===== src/rtl/machine_keypad_scan.sv =====
// 4x4 active-low matrix keypad scanner: synchronise, scan, debounce per full scan,
// and emit one event per accepted key while shifting hex digits into a 32-bit word.
module machine_keypad_scan #(
    parameter int SCAN_DIV = 1000,
    parameter int DEBOUNCE = 4
) (
    input  logic        system1000,
    input  logic        system1000_rstn,
    input  logic [3:0]  rows,
    output logic [3:0]  cols,
    input  logic        clr,
    output logic        key_valid,
    output logic [3:0]  key_code,
    output logic [31:0] word
);

    localparam int DIV_W  = (SCAN_DIV > 1) ? $clog2(SCAN_DIV) : 1;
    localparam int STAB_W = $clog2(DEBOUNCE + 1);
    localparam logic [DIV_W-1:0]  DIV_LAST = DIV_W'(SCAN_DIV - 1);
    localparam logic [STAB_W-1:0] STAB_MAX = STAB_W'(DEBOUNCE);
    localparam logic [0:0] S_IDLE = 1'b0;
    localparam logic [0:0] S_HELD = 1'b1;

    logic [3:0]        r_sync1;
    logic [3:0]        r_sync2;
    logic [DIV_W-1:0]  r_div;
    logic [1:0]        r_col;
    logic [15:0]       r_snap;
    logic [15:0]       r_prev;
    logic [STAB_W-1:0] r_stab;
    logic              r_done;
    logic [0:0]        r_state;
    logic              r_key_valid;
    logic [3:0]        r_key_code;
    logic [31:0]       r_word;

    logic [3:0]  w_pressed;
    logic        w_slot_end;
    logic        w_scan_end;
    logic [15:0] w_snap_next;
    logic        w_stable;
    logic        w_accept;
    logic [3:0]  w_index;

    function automatic logic [3:0] f_bit_index(input logic [15:0] v);
        logic [3:0] idx;
        idx = 4'd0;
        for (int i = 0; i < 16; i++) begin
            if (v[i]) idx = 4'(i);
        end
        return idx;
    endfunction

    assign w_pressed  = ~r_sync2;
    assign w_slot_end = (r_div == DIV_LAST);
    assign w_scan_end = w_slot_end && (r_col == 2'd3);
    assign w_stable   = (r_stab == STAB_MAX);
    assign w_index    = f_bit_index(r_prev);
    assign w_accept   = r_done && w_stable && (r_state == S_IDLE) && $onehot(r_prev);

    // The current column's rows land at bit row*4+col of the snapshot.
    always_comb begin
        w_snap_next = r_snap;
        for (int r = 0; r < 4; r++) begin
            w_snap_next[{2'(r), r_col}] = w_pressed[r];
        end
    end

    always_ff @(posedge system1000 or negedge system1000_rstn) begin
        if (!system1000_rstn) begin
            r_sync1 <= 4'hF;
            r_sync2 <= 4'hF;
            r_div   <= '0;
            r_col   <= 2'd0;
        end else begin
            r_sync1 <= rows;
            r_sync2 <= r_sync1;
            r_div   <= w_slot_end ? '0 : r_div + 1'b1;
            if (w_slot_end) r_col <= r_col + 2'd1;
        end
    end

    // Debounce counts consecutive identical full-scan snapshots.
    always_ff @(posedge system1000 or negedge system1000_rstn) begin
        if (!system1000_rstn) begin
            r_snap <= 16'h0;
            r_prev <= 16'h0;
            r_stab <= '0;
            r_done <= 1'b0;
        end else begin
            r_done <= w_scan_end;
            if (w_slot_end) r_snap <= w_snap_next;
            if (w_scan_end) begin
                if (w_snap_next == r_prev)
                    r_stab <= w_stable ? STAB_MAX : r_stab + 1'b1;
                else
                    r_stab <= STAB_W'(1);
                r_prev <= w_snap_next;
            end
        end
    end

    always_ff @(posedge system1000 or negedge system1000_rstn) begin
        if (!system1000_rstn) begin
            r_state     <= S_IDLE;
            r_key_valid <= 1'b0;
            r_key_code  <= 4'd0;
            r_word      <= 32'h0;
        end else begin
            r_key_valid <= 1'b0;
            if (w_accept) begin
                r_state     <= S_HELD;
                r_key_valid <= 1'b1;
                r_key_code  <= w_index;
            end else if (r_done && w_stable && (r_state == S_HELD) && (r_prev == 16'h0)) begin
                r_state <= S_IDLE;
            end
            // clr outranks a coinciding digit shift.
            if (clr)
                r_word <= 32'h0;
            else if (w_accept)
                r_word <= {r_word[27:0], w_index};
        end
    end

    assign cols      = ~(4'b0001 << r_col);
    assign key_valid = r_key_valid;
    assign key_code  = r_key_code;
    assign word      = r_word;

endmodule


===== config.mk =====
export PLATFORM = sky130hd
export DESIGN_NAME = machine_keypad_scan
export DESIGN_NICKNAME = d
export VERILOG_FILES = /design/src/rtl/machine_keypad_scan.sv
export SDC_FILE = /design/constraint.sdc
export NUM_CORES = 1
export LEC_CHECK = 0
export ABC_CLOCK_PERIOD_IN_PS = 6850
export CORE_MARGIN = 8
export CORE_UTILIZATION = 39
export DETAILED_ROUTE_END_ITERATION = 7
export HOLD_SLACK_MARGIN = 0.12
export PLACE_DENSITY = 0.64
export SETUP_SLACK_MARGIN = 0.05
export SLEW_MARGIN = 20
export SYNTH_ARGS = -nofsm -noshare
export SYNTH_HDL_FRONTEND = slang
export SYNTH_SLANG_ARGS = --single-unit

===== constraint.sdc =====
create_clock -name system1000 -period 6.85 [get_ports system1000]
set_input_delay 0.685 -clock system1000 [delete_from_list [all_inputs] [get_ports system1000]]
set_output_delay 0.685 -clock system1000 [all_outputs]
set_load 0.01 [all_outputs]

==> flow_summary.toml, run 1 <==
[run_status]
run_status = "complete, no violations"

[power]
total_power_mw = 1.07
vdd_ir_drop_max_mv = 0.121
p_leak_nw = 2.44
cellPowerDensity_nw_per_um2 = 193

[timing]
fmax_mhz = 184
hold_viol_final = 0
post-route-min-period_ns = 5.43
rsz0062_at_grt = "no"
worstMarginPinSlew_ns = 1.04
clock-skew-final_ns = 0.0115
final-setup-viol-count = 0
post_route_clock_period_utilization = 0.793
maxSlewHeadroom = 0.304
final-max-slew-violation-count = 0
setup_slack_ns = 1.42
fin_setup_tns_ns = 0

[critical_path]
path_common_cell = "fa_1"
timing.setup.critical_path_class = "flop to flop"
path_cells = "fa_1, inv_1, fa_1, inv_1, fa_1, inv_1, fa_1, inv_1, ha_1, fa_1, or4b_1, a211o_1, nor3_2, buf_4, nand2_1, a21oi_1"
crit_arrival_ns = 5.69
cp-end-kind = "flop"
worst-endpoint-required_ns = 7.11
setup.worst_path.start_class = "flop"
path_max_fanout = 24
crit_path_top_delay_cell = "nor3_2"
timing.critical_path.slowest_cell_delay_ns = 0.69

[die]
die_x_um = 125
chipHeight_um = 125
core-area_um2 = 11800
placement_rows = 40
io_pins = 48
initial_utilization = 0.394
design.die.area_um2 = 15700

[synthesis]
edff_count_synth = 0
synthesis.instances = 492
synth_ff_type = "dfrtp_1"
synth_top_area_cell = "dfrtp_1"
synthesis.area_per_instance_um2 = 9.46
synth.cell_area_um2 = 4650
netlist-cell-type-count = 46
synth.ff_latch_count = 94
postSynth.asyncResetShare = 1.00
fraction_of_post_synthesis_cell_area_in_the_top_cell_type_by_area = 0.463
syn-num-nets = 522
synth.area.top_cells = "dfrtp_1, nand2_1, a21oi_1"
seq_area_frac_synth = 0.508
synth.yosys.warnings = 0

[clock_tree]
cts_max_path_buffers = 2
cts_repair_resize_count = 0
cts-buffers-inserted = 9
cell_chosen_for_the_clock_root = "clkbuf_16"
post-cts-setup-buffers = 0
clock_sinks = 94
htree_levels = 3
tritoncts_clock_tree = "built"
cts.reportedPaths.clkPinSlew_ns = 0.07
clk-insertion-delay-late_ns = 0.35
post_cts_hold_buffer_count = 0

[drt]
wl_um = 10600
post-route-drc-count = 0
drtPass1Iterations = 5
wire_per_inst_um = 15.4
initialDrtViolationCount = 274
detail-route-antenna-nets = 0
post_drt_via_cell_ratio = 5.24
vias = 3604

[place]
place_worst_setup_slack_ns = 1.37
place_inst = 672
gp_routability_congestion = 0.853
dp.final_hpwl_um = 7620
placement.io_buffers = 47

[global_route]
grt_first_pass_wirelength_um = 17700
first_global_vias = 3620
gr-usage-all-layers = 0.137
grt_start_max_net_pins = 50
grt_antenna_before_repair = 0
globalRoute.totalOverflow = 0

[cells_and_area]
layout.filler_cells = 1123
register_area_um2 = 2360
num_antenna_cells = 0
finalNonFillerCells = 688
area_growth_pct = 19.2
drive_gt1_frac = 0.0684
multi_input_area_um2 = 2070
final_core_util = 0.469
final_nets = 566

[job]
number_of_max_cap_violations = 0

[min_path]
min-delay-path-class = "input pin to async pin"
final timing paths:
check / start / endpoint / slack [ns] / cells after the start
worst min-delay path: system1000_rstn / word[29] / 0.33 / 1
min in group system1000: r_sync1[2] / r_sync2[2] / 0.36 / 0
worst max-delay path: r_prev[11] / word[22] / 1.42 / 16
worst min register to register: r_sync1[2] / r_sync2[2] / 0.36 / 0
max in group asynchronous: system1000_rstn / r_snap[6] / 5.42 / 2
worst max register to register: r_prev[11] / word[22] / 1.42 / 16
layout by cell type, fill, tap and decap left out, types with 10 or more instances in the layout:
cell / n
dfrtp_1: 86
nand2_1: 81
a21oi_1: 53
clkdlybuf4s50_1: 45
inv_1: 38
nor2_1: 33
o21ai_0: 29
nand2b_1: 13
ha_1: 13
nor3_1: 11
and3_1: 10
a21o_1: 10
fa_1: 10
synth_stat cells, types with 5 or more instances:
| master | instances |
|---|---|
| a21o_1 | 10 |
| buf_2 | 5 |
| ha_1 | 13 |
| and2_1 | 9 |
| dfrtp_1 | 86 |
| fa_1 | 10 |
| nor3_1 | 12 |
| clkbuf_1 | 12 |
| inv_1 | 38 |
| dfstp_2 | 8 |
| or3_1 | 8 |
| and3_1 | 10 |
| o21ai_0 | 29 |
| nand3_1 | 7 |
| nor4_1 | 5 |
| nand2b_1 | 13 |
| a21oi_1 | 53 |
| nor2_1 | 33 |
| nand2_1 | 81 |
area by class of cell:
type / count / share of cell area
inverters: 39 / 0.0264
flip-flops and latches: 94 / 0.426
multi-input cells: 341 / 0.373
clock buffers: 9 / 0.0406
well taps: 147 / 0.0332
clock inverters: 7 / 0.0117
repair buffers: 51 / 0.0889
flip-flops by register name, indices dropped and copies added, names as in the netlist:
name / count
word: 32
r_done: 1
key_valid: 1
r_prev: 16
r_state: 1
r_sync2: 4
key_code: 4
r_sync1: 4
r_snap: 16
r_col: 2
r_stab: 3
r_div: 10
worst max-delay path: cells and delay by family (launching register included):
family	cells	cell delay, ns
flip-flops	1	0.47
adder cells (fa/ha/maj)	6	2.59
AO/OA/AOI/OAI	2	0.44
buffers and inverters	5	0.58
AND/OR/NAND/NOR	3	1.25
per-layer routing:
layer	track usage	up-vias	share of wire
met3	0.0357	10	0.059
met5	0	-	0
met4	0.0530	0	0.012
met2	0.222	103	0.48
met1	0.172	1747	0.45
li1	-	1744	-
kinds of logic (layout without fill, tap and decap cells):
| group | after synthesis | in the layout | share of synthesized area |
|---|---|---|---|
| AOI/OAI and AO/OA | 107 | 107 | 0.128 |
| xor gates and xnor gates | 7 | 7 | 0.0132 |
| adders and majority gates | 23 | 23 | 0.0780 |
| buffers and inverters | 57 | 106 | 0.0489 |
| DFF | 94 | 94 | 0.508 |
| muxes | 2 | 2 | 0.00430 |
| and+or+nand+nor | 202 | 202 | 0.219 |
per-stage QoR:
| stage | hold slack (ns) | instance area, µm² |
|---|---|---|
| after floorplan | 0.345 | 4650 |
| after global placement | 0.346 | 5260 |
| after detailed placement | 0.348 | 5260 |
| after CTS | 0.359 | 5550 |
| after global routing | 0.364 | 5540 |
| final | 0.332 | 5540 |
power by group:
part / switching [mW] / internal (mW) / total [mW] / leakage [nW]
registers: 0.00293 / 0.559 / 0.562 / 1.27
clock network: 0.232 / 0.254 / 0.486 / 0.140
logic: 0.0159 / 0.00544 / 0.0213 / 1.03
Note: power is estimated with default switching activity, not from simulation.
==> inputs of run 2 (changes only) <==
--- a/config.mk
+++ b/config.mk
@@ -5,12 +5,12 @@
 export SDC_FILE = /design/constraint.sdc
 export NUM_CORES = 1
 export LEC_CHECK = 0
-export ABC_CLOCK_PERIOD_IN_PS = 6850
+export ABC_CLOCK_PERIOD_IN_PS = 4600
 export CORE_MARGIN = 8
 export CORE_UTILIZATION = 39
 export DETAILED_ROUTE_END_ITERATION = 7
 export HOLD_SLACK_MARGIN = 0.12
-export PLACE_DENSITY = 0.64
+export PLACE_DENSITY = 0.67
 export SETUP_SLACK_MARGIN = 0.05
 export SLEW_MARGIN = 20
 export SYNTH_ARGS = -nofsm -noshare
==> constraint.sdc (replaced) <==
create_clock -name system1000 -period 4.6 [get_ports system1000]
set_input_delay 0.46 -clock system1000 [delete_from_list [all_inputs] [get_ports system1000]]
set_output_delay 0.46 -clock system1000 [all_outputs]
set_load 0.01 [all_outputs]
==> run 2 against run 1 <==
- the flow now finishes with violations (negative setup slack)
- core utilization is 4.1 points higher
- register-to-register slack worse by 1.6 ns
- cell count is 3.8% higher
- die area stayed put
- maximum frequency is 13% higher
- critical endpoint unchanged
==> flow_summary.toml, run 2 (synthesized netlist as in run 1, its figures left out) <==
[die]
placement_rows = 40
io_pins = 48
chipHeight_um = 125
initial_utilization = 0.394
design.die.area_um2 = 15700
core-area_um2 = 11800
die_x_um = 125

[global_route]
first_global_vias = 3845
grt_start_max_net_pins = 71
gr-usage-all-layers = 0.145
grt_antenna_before_repair = 0
globalRoute.totalOverflow = 0
grt_first_pass_wirelength_um = 19100

[clock_tree]
cts.reportedPaths.clkPinSlew_ns = 0.07
htree_levels = 3
post_cts_hold_buffer_count = 0
tritoncts_clock_tree = "built"
cell_chosen_for_the_clock_root = "clkbuf_16"
clk-insertion-delay-late_ns = 0.34
cts_max_path_buffers = 2
clock_sinks = 94
cts-buffers-inserted = 9

[cells_and_area]
layout.cells.most_common_list = "dfrtp_1, nand2_1, clkdlybuf4s50_1"
finalNonFillerCells = 714
largest_register_ffs = 32
final_nets = 592
num_antenna_cells = 0
layout.cells.most_common = "dfrtp_1"
drive_gt1_frac = 0.183
area_growth_pct = 29.5

[timing]
hold_viol_final = 0
clock-skew-final_ns = 0.00475
rsz0062_at_grt = "yes"
final-setup-viol-count = 36
maxSlewHeadroom = 0.406
setup_slack_ns = -0.217
post-route-min-period_ns = 4.82
final-max-slew-violation-count = 0
fmax_mhz = 208
worstMarginPinSlew_ns = 0.890
post_route_clock_period_utilization = 1.05

[drt]
post-route-drc-count = 0
vias = 3798
wire_per_inst_um = 16.3
wl_um = 11600
initialDrtViolationCount = 296
detail-route-antenna-nets = 0
drtPass1Iterations = 4
post_drt_via_cell_ratio = 5.32

[place]
placement.io_buffers = 47
place_inst = 689
dp.final_hpwl_um = 7950
gp_routability_congestion = 0.805

[power]
vdd_ir_drop_max_mv = 0.265
cellPowerDensity_nw_per_um2 = 269
total_power_mw = 1.62
p_leak_nw = 2.65

[min_path]
min-delay-path-class = "input pin to async pin"

[critical_path]
crit_arrival_ns = 5.01
path_max_fanout = 7
setup.worst_path.start_class = "flop"
worst-endpoint-required_ns = 4.79
cp-end-kind = "flop"
timing.setup.critical_path_class = "flop to flop"

[run_status]
failed_checks = "negative setup slack"
run_status = "complete, but fails checks"

[job]
number_of_max_cap_violations = 0
-- run 2: cell type report --
class / instances / area [µm²]
Clock buffer: 11 / 243
Clock inverter: 5 / 57.6
Fill cell: 1062 / 5790
Inverter: 39 / 146
Multi-Input combinational cell: 341 / 2250
Sequential cell: 94 / 2360
Tap cell: 147 / 184
Timing Repair Buffer: 77 / 777
-- run 2: per-stage QoR --
step	cell area, µm²	TNS (ns)	util	hold WS, ns	setup WS, ns
final	6020	-5.97	0.510	0.247	-0.217
after floorplan	4680	-2.15	-	0.164	-0.135
after detailed placement	5410	-8.90	0.458	0.347	-0.290
after global placement	5410	-4.68	0.458	0.346	-0.180
after global routing	6020	-12.00	0.510	0.324	-0.383
after CTS	5800	-7.03	0.491	0.285	-0.235
-- run 2: worst paths after layout --
check	startpoint	endpoint	slack (ns)	cells after the start
worst max-delay path	r_prev[13]	word[22]	-0.22	16
worst min-delay path	system1000_rstn	word[30]	0.25	1
worst max register to register	r_prev[13]	word[22]	-0.22	16
worst min register to register	r_sync1[1]	r_sync2[1]	0.36	0
max in group asynchronous	system1000_rstn	r_sync2[3]	3.41	2
min in group system1000	r_sync1[1]	r_sync2[1]	0.36	0
-- run 2: layer usage --
| metal | share of wire | up-vias | GRT usage |
|---|---|---|---|
| met5 | 0 | - | 0 |
| met4 | 0.017 | 0 | 0.0473 |
| met3 | 0.045 | 20 | 0.0331 |
| met2 | 0.48 | 96 | 0.240 |
| met1 | 0.46 | 1886 | 0.183 |
| li1 | - | 1796 | - |
-- run 2: repair_timing --
item,in CTS,in global routing
gates resized for setup,16,52
endpoints found under the setup margin,37,38
pin swaps,5,17
setup buffers,1,1
gates cloned,5,3
-- run 2: critical path: stages (launching register included) --
cell and delay, ns:
dfrtp_1 0.40, fa_1 0.54, inv_1 0.05, fa_1 0.47, inv_1 0.05, fa_1 0.47, inv_1 0.05, fa_1 0.49
inv_2 0.05, ha_4 0.15, fa_1 0.43, or4b_1 0.46, a211o_1 0.27, or3_4 0.47, clkbuf_16 0.21, nand2_2 0.07
a21oi_1 0.06
-- run 2: power by group --
part	total, mW	internal, mW	switching, mW
Sequential	0.838	0.833	0.00455
Combinational	0.0327	0.00811	0.0246
Clock	0.753	0.438	0.314
Total	1.62	1.28	0.343
